$ cat src/rtl/aes_round_sequencer.sv
// ---------------------------------------------------------------------------
// aes_round_sequencer
// Round-control FSM for an iterative AES core. It sequences the state-register
// datapath through the initial AddRoundKey, NUM_ROUNDS-1 full rounds and the
// final round (no MixColumns), for encryption or decryption. Key expansion is
// delegated to the key-schedule block through a start/done handshake.
//
// Ports
//   CLK, RESET      clock, synchronous active-high reset
//   AES_START       level request from the AES top; starts from IDLE, releases DONE
//   MODE            0 = encrypt, 1 = decrypt (captured when the run starts)
//   ABORT           cancels a run in progress
//   keyexp_done     key schedule finished (only honoured while waiting for it)
//   load_state      one-cycle strobe: datapath loads the input block
//   keyexp_start    one-cycle strobe to the key schedule
//   op_en / op      datapath operation for this cycle
//                   (0 SubBytes, 1 ShiftRows, 2 MixColumns, 3 AddRoundKey)
//   mix_col         column handled while op = MixColumns, 0 otherwise
//   round_idx       current round, 0..NUM_ROUNDS
//   key_sel         round-key index; updated on AddRoundKey cycles, held otherwise
//   busy            high in every state except IDLE and DONE
//   AES_DONE        result valid
// All outputs are flops loaded from the decode of the next state, so they
// line up exactly with the state register (Moore timing, glitch-free).
// ---------------------------------------------------------------------------
module aes_round_sequencer #(
    parameter int NUM_ROUNDS = 10,
    parameter int MC_CYCLES  = 4,
    parameter int RW         = 4
) (
    input  logic          CLK,
    input  logic          RESET,
    input  logic          AES_START,
    input  logic          MODE,
    input  logic          ABORT,
    input  logic          keyexp_done,
    output logic          load_state,
    output logic          keyexp_start,
    output logic          op_en,
    output logic [1:0]    op,
    output logic [1:0]    mix_col,
    output logic [RW-1:0] round_idx,
    output logic [RW-1:0] key_sel,
    output logic          busy,
    output logic          AES_DONE
);

    // Elaboration guards: unsupported configurations must not build.
    generate
        if (!((NUM_ROUNDS == 10) || (NUM_ROUNDS == 12) || (NUM_ROUNDS == 14))) begin : g_bad_num_rounds
            $error("aes_round_sequencer: NUM_ROUNDS must be 10, 12 or 14");
        end
        if ((MC_CYCLES < 1) || (MC_CYCLES > 4)) begin : g_bad_mc_cycles
            $error("aes_round_sequencer: MC_CYCLES must be in 1..4");
        end
        if (RW < $clog2(NUM_ROUNDS + 1)) begin : g_bad_rw
            $error("aes_round_sequencer: RW too narrow for NUM_ROUNDS");
        end
    endgenerate

    typedef enum logic [2:0] {
        ST_IDLE   = 3'd0,
        ST_LOAD   = 3'd1,
        ST_KEYEXP = 3'd2,
        ST_ARK0   = 3'd3,
        ST_RND    = 3'd4,
        ST_MIX    = 3'd5,
        ST_FINAL  = 3'd6,
        ST_DONE   = 3'd7
    } state_t;

    localparam logic [1:0]    OP_SUB   = 2'd0;
    localparam logic [1:0]    OP_SHIFT = 2'd1;
    localparam logic [1:0]    OP_MIX   = 2'd2;
    localparam logic [1:0]    OP_ARK   = 2'd3;
    localparam logic [RW-1:0] NR_W     = RW'(NUM_ROUNDS);
    localparam logic [RW-1:0] NR_LAST  = RW'(NUM_ROUNDS - 1);
    localparam logic [1:0]    MC_LAST  = 2'(MC_CYCLES - 1);

    // State and counters
    state_t        r_state;
    logic [RW-1:0] r_round;
    logic [1:0]    r_step;   // position inside a round outside the MixColumns burst
    logic [1:0]    r_col;    // MixColumns column
    logic          r_mode;

    // Registered outputs
    logic          r_load_state;
    logic          r_keyexp_start;
    logic          r_op_en;
    logic [1:0]    r_op;
    logic [1:0]    r_mix_col;
    logic [RW-1:0] r_key_sel;
    logic          r_busy;
    logic          r_done;

    // Next-state values
    state_t        w_fsm_state;
    state_t        w_state;
    logic [RW-1:0] w_round;
    logic [1:0]    w_step;
    logic [1:0]    w_col;
    logic          w_mode;
    logic          w_abort;
    logic          w_last_round;

    // Next-cycle output decode
    logic          w_load;
    logic          w_kstart;
    logic          w_op_en;
    logic [1:0]    w_op;
    logic [1:0]    w_mix_col;
    logic          w_key_upd;
    logic [RW-1:0] w_key_val;
    logic          w_busy;
    logic          w_done;

    assign w_last_round = (r_round == NR_LAST);
    assign w_abort      = ABORT && (r_state != ST_IDLE) && (r_state != ST_DONE);
    // ABORT overrides every other transition, including the final ARK -> DONE.
    assign w_state      = w_abort ? ST_IDLE : w_fsm_state;

    // Next-state and counter logic.
    always_comb begin
        w_fsm_state = r_state;
        w_round     = r_round;
        w_step      = r_step;
        w_col       = r_col;
        w_mode      = r_mode;
        case (r_state)
            ST_IDLE: begin
                if (AES_START) begin
                    w_mode      = MODE;
                    w_fsm_state = ST_LOAD;
                end else begin
                    w_fsm_state = ST_IDLE;
                end
            end
            ST_LOAD: begin
                w_fsm_state = ST_KEYEXP;
                w_round     = {RW{1'b0}};
                w_step      = 2'd0;
                w_col       = 2'd0;
            end
            ST_KEYEXP: begin
                if (keyexp_done) begin
                    w_fsm_state = ST_ARK0;
                end else begin
                    w_fsm_state = ST_KEYEXP;
                end
            end
            ST_ARK0: begin
                w_fsm_state = ST_RND;
                w_round     = {{(RW-1){1'b0}}, 1'b1};
                w_step      = 2'd0;
            end
            ST_RND: begin
                // Encrypt: step0 SUB, step1 SHIFT, MIX burst, step2 ARK.
                // Decrypt: step0 SHIFT, step1 SUB, step2 ARK, MIX burst.
                if (r_step == 2'd0) begin
                    w_step = 2'd1;
                end else if ((r_step == 2'd1) && !r_mode) begin
                    w_fsm_state = ST_MIX;
                    w_col       = 2'd0;
                end else if (r_step == 2'd1) begin
                    w_step = 2'd2;
                end else if (r_mode) begin
                    w_fsm_state = ST_MIX;
                    w_col       = 2'd0;
                end else if (w_last_round) begin
                    w_fsm_state = ST_FINAL;
                    w_round     = NR_W;
                    w_step      = 2'd0;
                end else begin
                    w_round = r_round + {{(RW-1){1'b0}}, 1'b1};
                    w_step  = 2'd0;
                end
            end
            ST_MIX: begin
                if (r_col != MC_LAST) begin
                    w_col = r_col + 2'd1;
                end else if (!r_mode) begin
                    // Encrypt returns for the round's AddRoundKey.
                    w_fsm_state = ST_RND;
                    w_step      = 2'd2;
                end else if (w_last_round) begin
                    w_fsm_state = ST_FINAL;
                    w_round     = NR_W;
                    w_step      = 2'd0;
                end else begin
                    w_fsm_state = ST_RND;
                    w_round     = r_round + {{(RW-1){1'b0}}, 1'b1};
                    w_step      = 2'd0;
                end
            end
            ST_FINAL: begin
                if (r_step == 2'd2) begin
                    w_fsm_state = ST_DONE;
                end else begin
                    w_step = r_step + 2'd1;
                end
            end
            ST_DONE: begin
                if (AES_START) begin
                    w_fsm_state = ST_DONE;
                end else begin
                    w_fsm_state = ST_IDLE;
                end
            end
            default: begin
                w_fsm_state = ST_IDLE;
            end
        endcase
    end

    // Output decode of the next state, loaded into the output flops.
    always_comb begin
        w_load    = 1'b0;
        w_kstart  = 1'b0;
        w_op_en   = 1'b0;
        w_op      = OP_SUB;
        w_mix_col = 2'd0;
        w_key_upd = 1'b0;
        w_key_val = {RW{1'b0}};
        w_busy    = 1'b1;
        w_done    = 1'b0;
        case (w_state)
            ST_IDLE: begin
                w_busy = 1'b0;
            end
            ST_LOAD: begin
                w_load   = 1'b1;
                w_kstart = 1'b1;
            end
            ST_KEYEXP: begin
                w_busy = 1'b1;
            end
            ST_ARK0: begin
                w_op_en   = 1'b1;
                w_op      = OP_ARK;
                w_key_upd = 1'b1;
                w_key_val = w_mode ? NR_W : {RW{1'b0}};
            end
            ST_RND, ST_FINAL: begin
                w_op_en = 1'b1;
                case (w_step)
                    2'd0: w_op = w_mode ? OP_SHIFT : OP_SUB;
                    2'd1: w_op = w_mode ? OP_SUB : OP_SHIFT;
                    default: begin
                        w_op      = OP_ARK;
                        w_key_upd = 1'b1;
                        if (w_state == ST_FINAL) begin
                            w_key_val = w_mode ? {RW{1'b0}} : NR_W;
                        end else begin
                            w_key_val = w_mode ? (NR_W - w_round) : w_round;
                        end
                    end
                endcase
            end
            ST_MIX: begin
                w_op_en   = 1'b1;
                w_op      = OP_MIX;
                w_mix_col = w_col;
            end
            ST_DONE: begin
                w_busy = 1'b0;
                w_done = 1'b1;
            end
            default: begin
                w_busy = 1'b0;
            end
        endcase
    end

    // State, counters and registered outputs.
    always_ff @(posedge CLK) begin
        if (RESET) begin
            r_state        <= ST_IDLE;
            r_round        <= {RW{1'b0}};
            r_step         <= 2'd0;
            r_col          <= 2'd0;
            r_mode         <= 1'b0;
            r_load_state   <= 1'b0;
            r_keyexp_start <= 1'b0;
            r_op_en        <= 1'b0;
            r_op           <= 2'd0;
            r_mix_col      <= 2'd0;
            r_key_sel      <= {RW{1'b0}};
            r_busy         <= 1'b0;
            r_done         <= 1'b0;
        end else begin
            r_state        <= w_state;
            r_round        <= w_round;
            r_step         <= w_step;
            r_col          <= w_col;
            r_mode         <= w_mode;
            r_load_state   <= w_load;
            r_keyexp_start <= w_kstart;
            r_op_en        <= w_op_en;
            r_op           <= w_op;
            r_mix_col      <= w_mix_col;
            r_busy         <= w_busy;
            r_done         <= w_done;
            if (w_key_upd) begin
                r_key_sel <= w_key_val;
            end else begin
                r_key_sel <= r_key_sel;
            end
        end
    end

    assign load_state   = r_load_state;
    assign keyexp_start = r_keyexp_start;
    assign op_en        = r_op_en;
    assign op           = r_op;
    assign mix_col      = r_mix_col;
    assign round_idx    = r_round;
    assign key_sel      = r_key_sel;
    assign busy         = r_busy;
    assign AES_DONE     = r_done;

endmodule

$ cat config.mk
export PLATFORM = sky130hd
export DESIGN_NAME = aes_round_sequencer
export DESIGN_NICKNAME = d
export VERILOG_FILES = /design/src/rtl/aes_round_sequencer.sv
export SDC_FILE = /design/constraint.sdc
export NUM_CORES = 1
export LEC_CHECK = 0
export ABC_CLOCK_PERIOD_IN_PS = 7100
export BUFFER_PORTS_ARGS = -buffer_cell sky130_fd_sc_hd__buf_2
export CAP_MARGIN = 20
export CORE_UTILIZATION = 50
export CTS_CLUSTER_DIAMETER = 50
export DETAILED_ROUTE_END_ITERATION = 8
export PLACE_DENSITY = 0.71
export SYNTH_ARGS = -nofsm -noshare
export SYNTH_HDL_FRONTEND = slang
export SYNTH_SLANG_ARGS = --single-unit
$ cat constraint.sdc
create_clock -name CLK -period 7.1 [get_ports CLK]
set_input_delay 0.355 -clock CLK [delete_from_list [all_inputs] [get_ports CLK]]
set_output_delay 0.355 -clock CLK [all_outputs]
set_load 0.02 [all_outputs]
==> results.yml <==
worst_hold_path:
  hold_class: "in -> reg"
  holdCritStartpoint: "RESET"
  holdPathStages: 2
synth:
  async_flop_share_pct: 0
  synthSimpleGateAreaFrac_pct: 26.3
  ys_ff_latch: 24
  synth_compound_area_share_pct: 24.2
  synth_top_family_by_area: "simple AND/OR/NAND/NOR gates"
  ys_dominant_reg_cell: "dfxtp_1"
  ys_top_cells_by_count: "nor2_1 (25), dfxtp_1 (24), inv_1 (14), a21oi_1 (11), nand2_1 (11)"
  synth.most_common_cell: "nor2_1"
  postSynthAreaPerCell_sq_um: 8.42
  yosys.area.top_type: "dfxtp_1"
  synth_fa_ha_area_share_pct: 5.62
  synth_edf_count: 0
  syn-cell-area_sq_um: 1560
  synth_xor_area_share_pct: 1.69
  synth_cell_type_count: 59
  ys_seq_area_share_pct: 30.8
  postSynthCellCount: 185
  yosys-top-cells-area: "dfxtp_1 (31%), nor2_1 (6.0%), ha_1 (5.6%), a21oi_1 (3.5%), inv_1 (3.4%)"
  synth_fp_nets: 198
  ys_warn_count: 0
  muxShareOfSynthArea_pct: 1.29
  synth_top_area_share_pct: 30.8
placed_design:
  routabilityCongestion: 0.856
  hpwl_mm: 2.63
  io_buffers: 22
  dp_slack_ns: 4.26
sta:
  skew_ns: 0.00477
  drv_slew: 0
  fin_ws_ns: 4.19
  min_period_ns: 2.91
  hold_viol: 0
  setup_viol: 0
  period_share_pct: 41.0
  max_freq_mhz: 344
  worstMarginPinSlew_ns: 0.831
  relSlewSlack_pct: 44.6
  hold_slack_ns: 0.437
  tns_ns: 0
  rsz0062_at_grt: "false"
clocking:
  cts_hold_buf: 0
  cts_buffer_depth: 2
  cts_num_sinks: 24
  clock_latency_ns: 0.32
  cts_tree: "built"
  clk_pin_slew_ns: 0.13
  cts_max_level: 1
  cts_resized: 0
  postCtsSetupRepairBufs: 0
  cts-root-buf: "clkbuf_4"
  numCtsBuffers: 3
layout:
  fin_nets: 214
  insertedDiodeCount: 0
  fillers: 261
  drive_gt1_share_pct: 21.6
  area_growth_pct: 4.66
floorplanning:
  die_y_microns: 57.8
  start_util_pct: 54.6
  coreArea_sq_um: 2850
  die_area_sq_um: 3340
  pin_count: 23
  rows: 19
  fp.dieW_microns: 57.8
run_status:
  violations: "DRC"
  status: "finished, violations left"
detailed_routing:
  via_count: 1430
  first_pass_iters: 6
  routedWlPerCell_microns: 15.6
  drt_iter0_drc: 107
  ant_nets: 0
  routed_wl_mm: 3.58
  vias_per_cell: 6.22
  drc: 3
setup_path:
  cp_data_required_time_ns: 7.35
  ff2ff_path_depth: 7
  critical_path_class: "reg -> reg"
  startpoint_type: "flip-flop"
  startpoint: "r_state[1]$_SDFF_PP0_"
  reg2reg_from: "r_state[1]$_SDFF_PP0_"
  crit_arrival_ns: 3.16
  worstSetupEndpointType: "flip-flop"
  critPathMaxFanout: 23
pwr:
  seqPwrFrac_pct: 60.2
  clkPwrFrac_pct: 25.6
  p_switching_uw: 66.9
  power_uw: 237
  p_leak_nw: 0.653
  p_per_area_nw_per_um2: 145
  p_sw_share_pct: 28.3
  share_comb_of_total_power_pct: 14.2
  p_int_uw: 170
  vdd_drop_max_mv: 0.120
job:
  drv_cap: 0
grt:
  grt_overflow: 0
  grt_pass1_wl_mm: 6.08
  grt_pass1_vias: 1382
  grt_antenna_before_repair: 0
  grt_usage_pct: 23.1
  grt_max_degree: 26
registers in the layout (all words and copies together) (netlist names):
register      cells
AES_DONE          1
r_step            2
key_sel           4
r_mode            1
round_idx         4
busy              1
mix_col           2
r_state           3
keyexp_start      1
op                2
op_en             1
r_col             2
through the flow:
stage / cell area (sq um) / utilization, % / std cells
finish: 1630 / 57.1 / 230
global route: 1630 / 57.1 / 230
CTS: 1630 / 57.1 / 230
detailed placement: 1610 / 56.4 / 227
global placement: 1610 / 56.4 / 227
floorplan: 1560 / - / 185
cell type report:
cell class	instances	area (sq um)	area share, %
Multi-Input combinational cell	135	921	56.5
Tap cell	31	38.8	2.38
Timing Repair Buffer	22	110	6.75
Sequential cell	24	480	29.5
Clock buffer	3	22.5	1.38
Inverter	15	57.6	3.53
per-layer routing:
| layer | track usage (%) | routed length, microns |
|---|---|---|
| met5 | 0 | 0 |
| met4 | 9.18 | 46 |
| met3 | 4.91 | 205 |
| met2 | 37.3 | 1690 |
| met1 | 30.2 | 1640 |
power groups by stage:
stage               Sequential (mW)  Clock (mW)  Combinational (mW)
floorplan                     0.144           0              0.0281
global route                  0.143      0.0657              0.0374
global placement              0.145           0              0.0329
CTS                           0.142      0.0616              0.0334
detailed placement            0.145           0              0.0332
finish                        0.142      0.0605              0.0337
kinds of logic after synthesis:
logic type                 count (synthesis)
AOI/OAI and AO/OA                         50
xor gates and xnor gates                   3
adders and majority gates                  7
buffers and inverters                     26
DFF                                       24
muxes                                      2
and+or+nand+nor                           73
worst paths after layout:
| path | endpoint | slack [ns] |
|---|---|---|
| hold / removal | r_state[0]$_SDFF_PP0_ | 0.44 |
| setup reg to reg | key_sel[3]$_SDFFE_PP0P_ | 4.19 |
| hold reg to reg | key_sel[0]$_SDFFE_PP0P_ | 0.53 |
| setup / recovery | key_sel[3]$_SDFFE_PP0P_ | 4.19 |
worst max-delay path, stage by stage, from the launching register on:
cell and delay, ns:
dfxtp_1 0.88, nor4b_4 0.11, and2_4 0.21, a222oi_1 0.67, a211o_2 0.26, nand2_2 0.06, or4_1 0.53, o2111ai_1 0.10
cells in the final DEF, fill, tap and decap left out, drive strengths merged, types with 3 or more instances in the layout:
cell	Yosys	final
o21a	3	3
buf	7	22
ha	7	7
nor2	27	27
a21oi	11	11
nand2	12	12
o2111ai	3	3
nor3	4	4
xnor2	3	3
clkbuf	4	3
nor4b	4	4
dfxtp	24	24
inv	14	14
a211o	3	3
and2	5	5
nor4	3	3
nand3	5	5
o21ai	10	10
Note: power is estimated with default switching activity, not from simulation.
